[src/rtl/fp_mul_pkg.sv]
// fp_mul_pkg -- shared types and width-derived helpers for the pipelined
// floating-point multiplier.
//   fp_flags_t : {invalid, overflow, underflow} status bits, MSB first.
//   fp_class_t : operand class produced by the S1 unpack stage.
//   fp_bias()  : exponent bias 2^(exp_w-1)-1.
//   fp_qnan()  : canonical quiet NaN (sign 0, exp all-ones, man MSB set),
//                returned right-aligned in a wide vector for the caller to
//                truncate to its own word width.
package fp_mul_pkg;

    typedef struct packed {
        logic invalid;
        logic overflow;
        logic underflow;
    } fp_flags_t;

    typedef enum logic [1:0] {
        ZERO = 2'd0,
        NORM = 2'd1,
        INF  = 2'd2,
        NAN  = 2'd3
    } fp_class_t;

    localparam int FP_MAX_W = 128;

    function automatic int fp_bias(input int exp_w);
        return (1 << (exp_w - 1)) - 1;
    endfunction

    function automatic logic [FP_MAX_W-1:0] fp_qnan(input int exp_w, input int man_w);
        logic [FP_MAX_W-1:0] v;
        v = ((FP_MAX_W'(1) << exp_w) - FP_MAX_W'(1)) << man_w;
        v = v | (FP_MAX_W'(1) << (man_w - 1));
        return v;
    endfunction

endpackage

[src/rtl/fp_mul_unpack.sv]
// fp_mul_unpack -- splits one operand into fields and classifies it.
// Ports:
//   i_op    : operand word {sign, exp, man}
//   o_sign  : sign bit
//   o_exp   : biased exponent field
//   o_man   : mantissa with hidden bit restored (MAN_W+1 bits)
//   o_cls   : ZERO (exp==0, denormals flushed), NORM, INF or NAN
module fp_mul_unpack
    import fp_mul_pkg::*;
#(
    parameter int EXP_W = 8,
    parameter int MAN_W = 23
) (
    input  logic [EXP_W+MAN_W:0] i_op,
    output logic                 o_sign,
    output logic [EXP_W-1:0]     o_exp,
    output logic [MAN_W:0]       o_man,
    output fp_class_t            o_cls
);

    logic [MAN_W-1:0] w_frac;
    logic             w_exp_ones;
    logic             w_exp_zero;

    assign o_sign     = i_op[EXP_W+MAN_W];
    assign o_exp      = i_op[EXP_W+MAN_W-1 -: EXP_W];
    assign w_frac     = i_op[MAN_W-1:0];
    assign w_exp_ones = &o_exp;
    assign w_exp_zero = ~|o_exp;

    // The hidden bit is always set: ZERO-class operands never reach the
    // normal datapath result, so their mantissa value is irrelevant.
    assign o_man = {1'b1, w_frac};

    always_comb begin
        o_cls = NORM;
        if (w_exp_ones) begin
            o_cls = (|w_frac) ? NAN : INF;
        end else if (w_exp_zero) begin
            o_cls = ZERO;
        end
    end

endmodule

[src/rtl/fp_mul_pipe.sv]
// fp_mul_pipe -- 3-stage pipelined IEEE-style multiplier with valid/ready.
//   S1: unpack/classify both operands, sign XOR, exponent sum ea+eb-BIAS
//   S2: (MAN_W+1)x(MAN_W+1) mantissa product
//   S3: normalise, round, overflow/underflow detect, special-case select
// Ports:
//   clk, rst            : clock, synchronous active-high reset
//   in_valid / in_ready : operand handshake (in_ready == advance)
//   a, b                : operands {sign, exp, man}
//   out_valid/out_ready : result handshake
//   result, flags       : product and {invalid, overflow, underflow}
// Build option: define FP_MUL_ROUND_EN for round-to-nearest-even; without
// it the mantissa is truncated. Latency and interface are identical.
module fp_mul_pipe
    import fp_mul_pkg::*;
#(
    parameter int EXP_W = 8,
    parameter int MAN_W = 23
) (
    input  logic                 clk,
    input  logic                 rst,
    input  logic                 in_valid,
    output logic                 in_ready,
    input  logic [EXP_W+MAN_W:0] a,
    input  logic [EXP_W+MAN_W:0] b,
    output logic                 out_valid,
    input  logic                 out_ready,
    output logic [EXP_W+MAN_W:0] result,
    output logic [2:0]           flags
);

    localparam int W     = 1 + EXP_W + MAN_W;
    localparam int P_W   = 2 * MAN_W + 2;
    localparam int BIAS  = fp_bias(EXP_W);
    localparam logic [W-1:0] QNAN = W'(fp_qnan(EXP_W, MAN_W));

    // Exponent arithmetic is carried in signed EXP_W+2 bits so that sums of
    // two large exponents or two small ones never wrap.
    localparam logic signed [EXP_W+1:0] BIAS_S    = (EXP_W+2)'(BIAS);
    localparam logic signed [EXP_W+1:0] EXP_ONE   = (EXP_W+2)'(1);
    localparam logic signed [EXP_W+1:0] EXP_ZERO  = '0;
    localparam logic signed [EXP_W+1:0] EXP_MAX_S = (EXP_W+2)'((1 << EXP_W) - 1);

    // ---------------- S1: unpack both operands ----------------
    logic [W-1:0]     w_op   [2];
    logic             w_sign [2];
    logic [EXP_W-1:0] w_exp  [2];
    logic [MAN_W:0]   w_man  [2];
    fp_class_t        w_cls  [2];

    assign w_op[0] = a;
    assign w_op[1] = b;

    genvar gi;
    generate
        for (gi = 0; gi < 2; gi++) begin : g_unpack
            fp_mul_unpack #(
                .EXP_W (EXP_W),
                .MAN_W (MAN_W)
            ) u_unpack (
                .i_op   (w_op[gi]),
                .o_sign (w_sign[gi]),
                .o_exp  (w_exp[gi]),
                .o_man  (w_man[gi]),
                .o_cls  (w_cls[gi])
            );
        end
    endgenerate

    logic                    w_advance;
    logic signed [EXP_W+1:0] w_exp_sum;

    assign w_advance = !out_valid || out_ready;
    assign in_ready  = w_advance;
    assign w_exp_sum = $signed({2'b00, w_exp[0]}) + $signed({2'b00, w_exp[1]}) - BIAS_S;

    // ---------------- pipeline registers ----------------
    logic                    r_s1_valid;
    logic                    r_s1_sign;
    logic signed [EXP_W+1:0] r_s1_exp;
    logic [MAN_W:0]          r_s1_man_a;
    logic [MAN_W:0]          r_s1_man_b;
    fp_class_t               r_s1_cls_a;
    fp_class_t               r_s1_cls_b;

    logic                    r_s2_valid;
    logic                    r_s2_sign;
    logic signed [EXP_W+1:0] r_s2_exp;
    logic [P_W-1:0]          r_s2_prod;
    fp_class_t               r_s2_cls_a;
    fp_class_t               r_s2_cls_b;

    logic                    r_out_valid;
    logic [W-1:0]            r_result;
    fp_flags_t               r_flags;

    // ---------------- S3: normalise and round ----------------
    logic                    w_prod_msb;
    logic [MAN_W-1:0]        w_man_norm;
    logic signed [EXP_W+1:0] w_exp_norm;
    logic                    w_round_up;
    logic [MAN_W:0]          w_man_inc;
    logic [MAN_W-1:0]        w_man_fin;
    logic signed [EXP_W+1:0] w_exp_fin;

    // Product of two [1,2) mantissas lies in [1,4): bit 2*MAN_W+1 set means
    // the value is >= 2 and the binary point moves one place left.
    assign w_prod_msb = r_s2_prod[P_W-1];
    assign w_man_norm = w_prod_msb ? r_s2_prod[2*MAN_W -: MAN_W]
                                   : r_s2_prod[2*MAN_W-1 -: MAN_W];
    assign w_exp_norm = w_prod_msb ? r_s2_exp + EXP_ONE : r_s2_exp;

`ifdef FP_MUL_ROUND_EN
    logic w_guard;
    logic w_sticky;

    assign w_guard    = w_prod_msb ? r_s2_prod[MAN_W] : r_s2_prod[MAN_W-1];
    assign w_sticky   = w_prod_msb ? (|r_s2_prod[MAN_W-1:0]) : (|r_s2_prod[MAN_W-2:0]);
    // Nearest-even: round up above half, or exactly half with an odd LSB.
    assign w_round_up = w_guard && (w_sticky || w_man_norm[0]);
`else
    logic w_unused_lsbs;

    assign w_unused_lsbs = ^r_s2_prod[MAN_W-1:0];
    assign w_round_up    = 1'b0;
`endif

    // A carry out of the mantissa means it rolled over to 1.000..0 x 2.
    assign w_man_inc = {1'b0, w_man_norm} + (MAN_W+1)'(w_round_up);
    assign w_man_fin = w_man_inc[MAN_W] ? '0 : w_man_inc[MAN_W-1:0];
    assign w_exp_fin = w_man_inc[MAN_W] ? w_exp_norm + EXP_ONE : w_exp_norm;

    logic      w_any_nan;
    logic      w_any_inf;
    logic      w_any_zero;
    logic [W-1:0] w_res_next;
    fp_flags_t    w_flags_next;

    assign w_any_nan  = (r_s2_cls_a == NAN)  || (r_s2_cls_b == NAN);
    assign w_any_inf  = (r_s2_cls_a == INF)  || (r_s2_cls_b == INF);
    assign w_any_zero = (r_s2_cls_a == ZERO) || (r_s2_cls_b == ZERO);

    always_comb begin
        w_res_next   = {r_s2_sign, w_exp_fin[EXP_W-1:0], w_man_fin};
        w_flags_next = '0;
        if (w_any_nan || (w_any_inf && w_any_zero)) begin
            w_res_next           = QNAN;
            w_flags_next.invalid = 1'b1;
        end else if (w_any_inf) begin
            w_res_next = {r_s2_sign, {EXP_W{1'b1}}, {MAN_W{1'b0}}};
        end else if (w_any_zero) begin
            w_res_next = {r_s2_sign, {(W-1){1'b0}}};
        end else if (w_exp_fin >= EXP_MAX_S) begin
            w_res_next            = {r_s2_sign, {EXP_W{1'b1}}, {MAN_W{1'b0}}};
            w_flags_next.overflow = 1'b1;
        end else if (w_exp_fin <= EXP_ZERO) begin
            w_res_next             = {r_s2_sign, {(W-1){1'b0}}};
            w_flags_next.underflow = 1'b1;
        end
    end

    // Control: valids and output registers; reset wins over advance.
    always_ff @(posedge clk) begin
        if (rst) begin
            r_s1_valid  <= 1'b0;
            r_s2_valid  <= 1'b0;
            r_out_valid <= 1'b0;
            r_result    <= '0;
            r_flags     <= '0;
        end else if (w_advance) begin
            r_s1_valid  <= in_valid;
            r_s2_valid  <= r_s1_valid;
            r_out_valid <= r_s2_valid;
            if (r_s2_valid) begin
                r_result <= w_res_next;
                r_flags  <= w_flags_next;
            end
        end
    end

    // Datapath: no reset needed, qualified by the stage valids above.
    always_ff @(posedge clk) begin
        if (w_advance) begin
            r_s1_sign  <= w_sign[0] ^ w_sign[1];
            r_s1_exp   <= w_exp_sum;
            r_s1_man_a <= w_man[0];
            r_s1_man_b <= w_man[1];
            r_s1_cls_a <= w_cls[0];
            r_s1_cls_b <= w_cls[1];

            r_s2_sign  <= r_s1_sign;
            r_s2_exp   <= r_s1_exp;
            r_s2_cls_a <= r_s1_cls_a;
            r_s2_cls_b <= r_s1_cls_b;
            r_s2_prod  <= {{(MAN_W+1){1'b0}}, r_s1_man_a} * {{(MAN_W+1){1'b0}}, r_s1_man_b};
        end
    end

    assign out_valid = r_out_valid;
    assign result    = r_result;
    assign flags     = r_flags;

endmodule
[config.mk]
export PLATFORM = sky130hd
export DESIGN_NAME = fp_mul_pipe
export DESIGN_NICKNAME = d
export VERILOG_FILES = /design/src/rtl/fp_mul_pkg.sv /design/src/rtl/fp_mul_unpack.sv /design/src/rtl/fp_mul_pipe.sv
export SDC_FILE = /design/constraint.sdc
export NUM_CORES = 2
export LEC_CHECK = 0
export ABC_AREA = 0
export BUFFER_PORTS_ARGS = -buffer_cell sky130_fd_sc_hd__buf_2
export CAP_MARGIN = 20
export CORE_AREA = 5 5 198 219
export CTS_BUF_LIST = sky130_fd_sc_hd__clkbuf_8
export DETAILED_ROUTE_END_ITERATION = 10
export DIE_AREA = 0 0 203 224
export PLACE_DENSITY = 0.87
export SYNTH_ARGS = -nofsm -noshare
export SYNTH_HDL_FRONTEND = slang
export SYNTH_SLANG_ARGS = --single-unit
[constraint.sdc]
create_clock -name clk -period 6.45 [get_ports clk]
set_clock_uncertainty 0.2 [all_clocks]
set_input_delay 1.29 -clock clk [delete_from_list [all_inputs] [get_ports clk]]
set_output_delay 1.29 -clock clk [all_outputs]
set_load 0.01 [all_outputs]
==> summary.md <==
| Metric | Value |
|---|---|
| Clock transition at path regs | `~90 ps` |
| Failing checks | `setup timing` |
| Chip Width | `roughly 200 µm` |
| Unrepaired setup endpoints after global routing | `true` |
| Fin. Hold Viols | `0` |
| Final setup viols | `25` |
| Largest net degree at the start of global routing | `between 60 and 70` |
| Max-cap viol count | `0` |
| Ys flop type | `edfxtp_1` |
| Most common cell in the netlist | `inv_1` |
| Startpoint Class | `flop` |
| Setup CP Type | `reg2reg` |
| Worst hold path startpoint | `r_s1_exp[3]$_DFFE_PN_` |
| Min-Delay Path Class | `reg2reg` |
| CTS root buffer | `clkbuf_8` |
| Largest family of logic cells by synthesized area | `adder cells` |
| Fin crit share | `108%` |
| Worst-margin pin slew | `roughly 1100 ps` |
| CTS tree | `yes` |
| # rows | `just under 80` |
| Die Footprint | `45500 µm²` |
| Initial DRC Count | `1464` |
| Net count after synthesis | `3224` |
| Adder and majority gate portion of the synthesized area | `approximately half` |
| Core Footprint | `about 41000 µm²` |
| DRC viols | `0` |
| Max frequency | `about 0.14 GHz` |
| Status | `complete, but fails checks` |
| DP Cell Count | `between 3000 and 4000` |
| Final #Nets | `around 3500` |
| Synth Area in Simple Gates | `15.1%` |
| Largest stage delay on the critical path | `roughly 570 ps` |
| Crit-path cells | `buf_6 -> buf_4 -> and2_1 -> fa_1 -> fa_1 -> inv_1 -> fa_2 -> fa_2 -> inv_1 -> fa_2 -> fa_1 -> inv_1 -> fa_1 -> inv_1 -> ha_4 -> nand2_2 -> nor3_4 -> nand2_1 -> a21o_1 -> and3b_4 -> o211a_4 -> or4b_4 -> a2bb2oi_2` |
| Initial Util | `approximately 58%` |
| Syn Inst Count | `roughly 2500` |
| XOR/XNOR share of the synthesized area | `1.69%` |
| Final WS setup | `-509 ps` |
| Hpwl dp | `57400 µm` |
| Pins over their slew limit | `0` |
| Post-synthesis compound-gate area fraction | `approximately 4.9%` |
| Drt first pass iters | `8` |
| Die height | `224 µm` |
| Most frequent cells after synthesis | `582 x inv_1, 482 x fa_1, 330 x nand2_1, 227 x and2_1, 185 x ha_1` |
| Yosys warns | `0` |
| Top cell type's share of synthesized area | `~41%` |
| Critical R2R Launch | `r_s1_man_a[18]$_DFFE_PN_` |
| Clock Latency Late Sink | `roughly 530 ps` |
| Distinct cells, synth | `71` |
| Share of cells above drive strength 1 | `21.4%` |
| Post-route ant nets | `0` |
| Slew headroom | `about a quarter` |
| Number of global-route vias before repair | `about 21000` |
| Worst Setup SP | `r_s1_man_a[18]$_DFFE_PN_` |
| Mux contribution to synthesized area | `1.02%` |
| Crit path DAT | `between 7000 and 8000 ps` |
| Grt total ovfl | `0` |
| Non-Filler Instances | `between 3000 and 4000` |
| Worst setup EP type | `flop` |
| Async SR Flop Fraction | `0%` |
| Clock sinks | `approximately 140` |
| Routability cong. | `~1` |
| Worst EP required | `between 6000 and 7000 ps` |
| All-layer global routing usage | `31.7%` |
| Area Growth Syn to Fin | `19.4%` |
| Final wirelength | `~71000 µm` |
| Synth Register Bits | `between 100 and 150` |
| Clk buf depth | `2` |
| Hold slack | `between 200 and 250 ps` |
| Avg Cell Area, Syn | `9.56 µm²` |
| Total number of vias | `between 15000 and 20000` |
| Total CTS buffers | `17` |
| CP Max Fanout | `5` |
| I/O pin count | `approximately 110` |
| CP max stage cell | `fa_2` |
| Port Buffer Count | `104` |
| Routed WL per cell | `between 20 and 25 µm` |
| First-pass GRT wire length | `around 110000 µm` |
| Top cells by area, synth | `fa_1 41%, edfxtp_1 13%, ha_1 9.7%` |
| Final core utilization | `69.5%` |
| Post-synth EDFFs | `~100` |
| Number of antenna violations at the first check in global routing | `2` |
| Seq/Total Area, Yosys | `15.9%` |
| Number of hold-repair buffers added at the cts stage | `0` |
| H-tree depth | `4` |
| Syn Std Cell Area | `23800 µm²` |
| Vias per cell | `between 5 and 6` |
| Fin crit period | `slightly below 7000 ps` |
| Dominant cell type by area after synthesis | `fa_1` |
state kept, by name (all words and copies together), names as in the netlist, 3 cells and up:
signal and cells:
r_s2_prod 25, r_s1_man_a 23, r_s2_exp 10, r_s1_exp 10, result 32, flags 3
r_s1_man_b 23
final timing paths:
path,cells past startpoint,slack (ps),endpoint
hold reg to reg,0,220,r_s2_exp[3]$_DFFE_PN_
hold / removal,0,220,r_s2_exp[3]$_DFFE_PN_
setup / recovery,23,-510,r_s2_prod[43]$_DFFE_PN_
setup reg to reg,23,-510,r_s2_prod[43]$_DFFE_PN_
metrics by stage:
step | setup WS (ps) | cell area (µm²) | TNS [ps]
6_report | -509 | 28400 | -7610
2_1_floorplan | -57.8 | 24200 | -104
5_1_grt | -631 | 28400 | -11110
3_3_place_gp | -501 | 26800 | -8770
3_5_place_dp | -656 | 26800 | -11440
4_1_cts | -481 | 27800 | -6040
cells by family (layout without fill, tap and decap cells):
group,count (synthesis),count (layout)
adder cells (fa/ha/maj),667,667
flip-flops,139,139
other,0,3
AND/OR/NAND/NOR,730,730
XOR/XNOR,46,46
buffers and inverters,697,1007
AO/OA/AOI/OAI,186,186
multiplexers,24,24
worst max-delay path: cells and delay by family, from the launching register on:
family,cells,cell delay (ps)
AOI/OAI and AO/OA,3,590
adders and majority gates,8,3830
buffers and inverters,6,590
DFF,1,390
and+or+nand+nor,6,1240
layout by cell type (no fill, tap or decap), drive strengths merged, types with 10 or more instances in the layout:
cell type / instances
nor4: 17
inv: 589
ha: 185
o21ai: 51
clkbuf: 19
nor2: 77
nand4: 13
nand2: 330
xor2: 16
nor3: 10
and2: 232
nand3: 16
buf: 388
a21o: 15
xnor2: 30
dfxtp: 38
mux2i: 23
fa: 482
a21oi: 59
o21bai: 11
edfxtp: 101
per-layer routing:
| metal | up-vias | global-route usage (%) | wire length [µm] |
|---|---|---|---|
| met3 | 359 | 7.43 | 5870 |
| met4 | 0 | 20.8 | 5830 |
| met5 | - | 0 | 0 |
| met1 | 9440 | 35.5 | 24000 |
| met2 | 915 | 54.2 | 35500 |
| li1 | 8104 | - | - |
area by class of cell:
class                           count  area [µm²]
Antenna cell                        3        7.51
Clock buffer                       17         234
Clock inverter                     15         125
Fill cell                        2871       12500
Inverter                          585        2200
Multi-Input combinational cell   1653       18100
Sequential cell                   139        3790
Tap cell                          520         651
Timing Repair Buffer              390        3270
timing repair:
action	CTS	global route
endpoints found under the hold margin	0	0
setup endpoints to repair	25	25
cloned	1	3
gates resized for setup	104	112
setup buffers	18	23
pin swaps	49	72
Power is left out: the tool's default activity adds up to more than one toggle a clock period on the data nets, which glitch-free logic cannot reach.
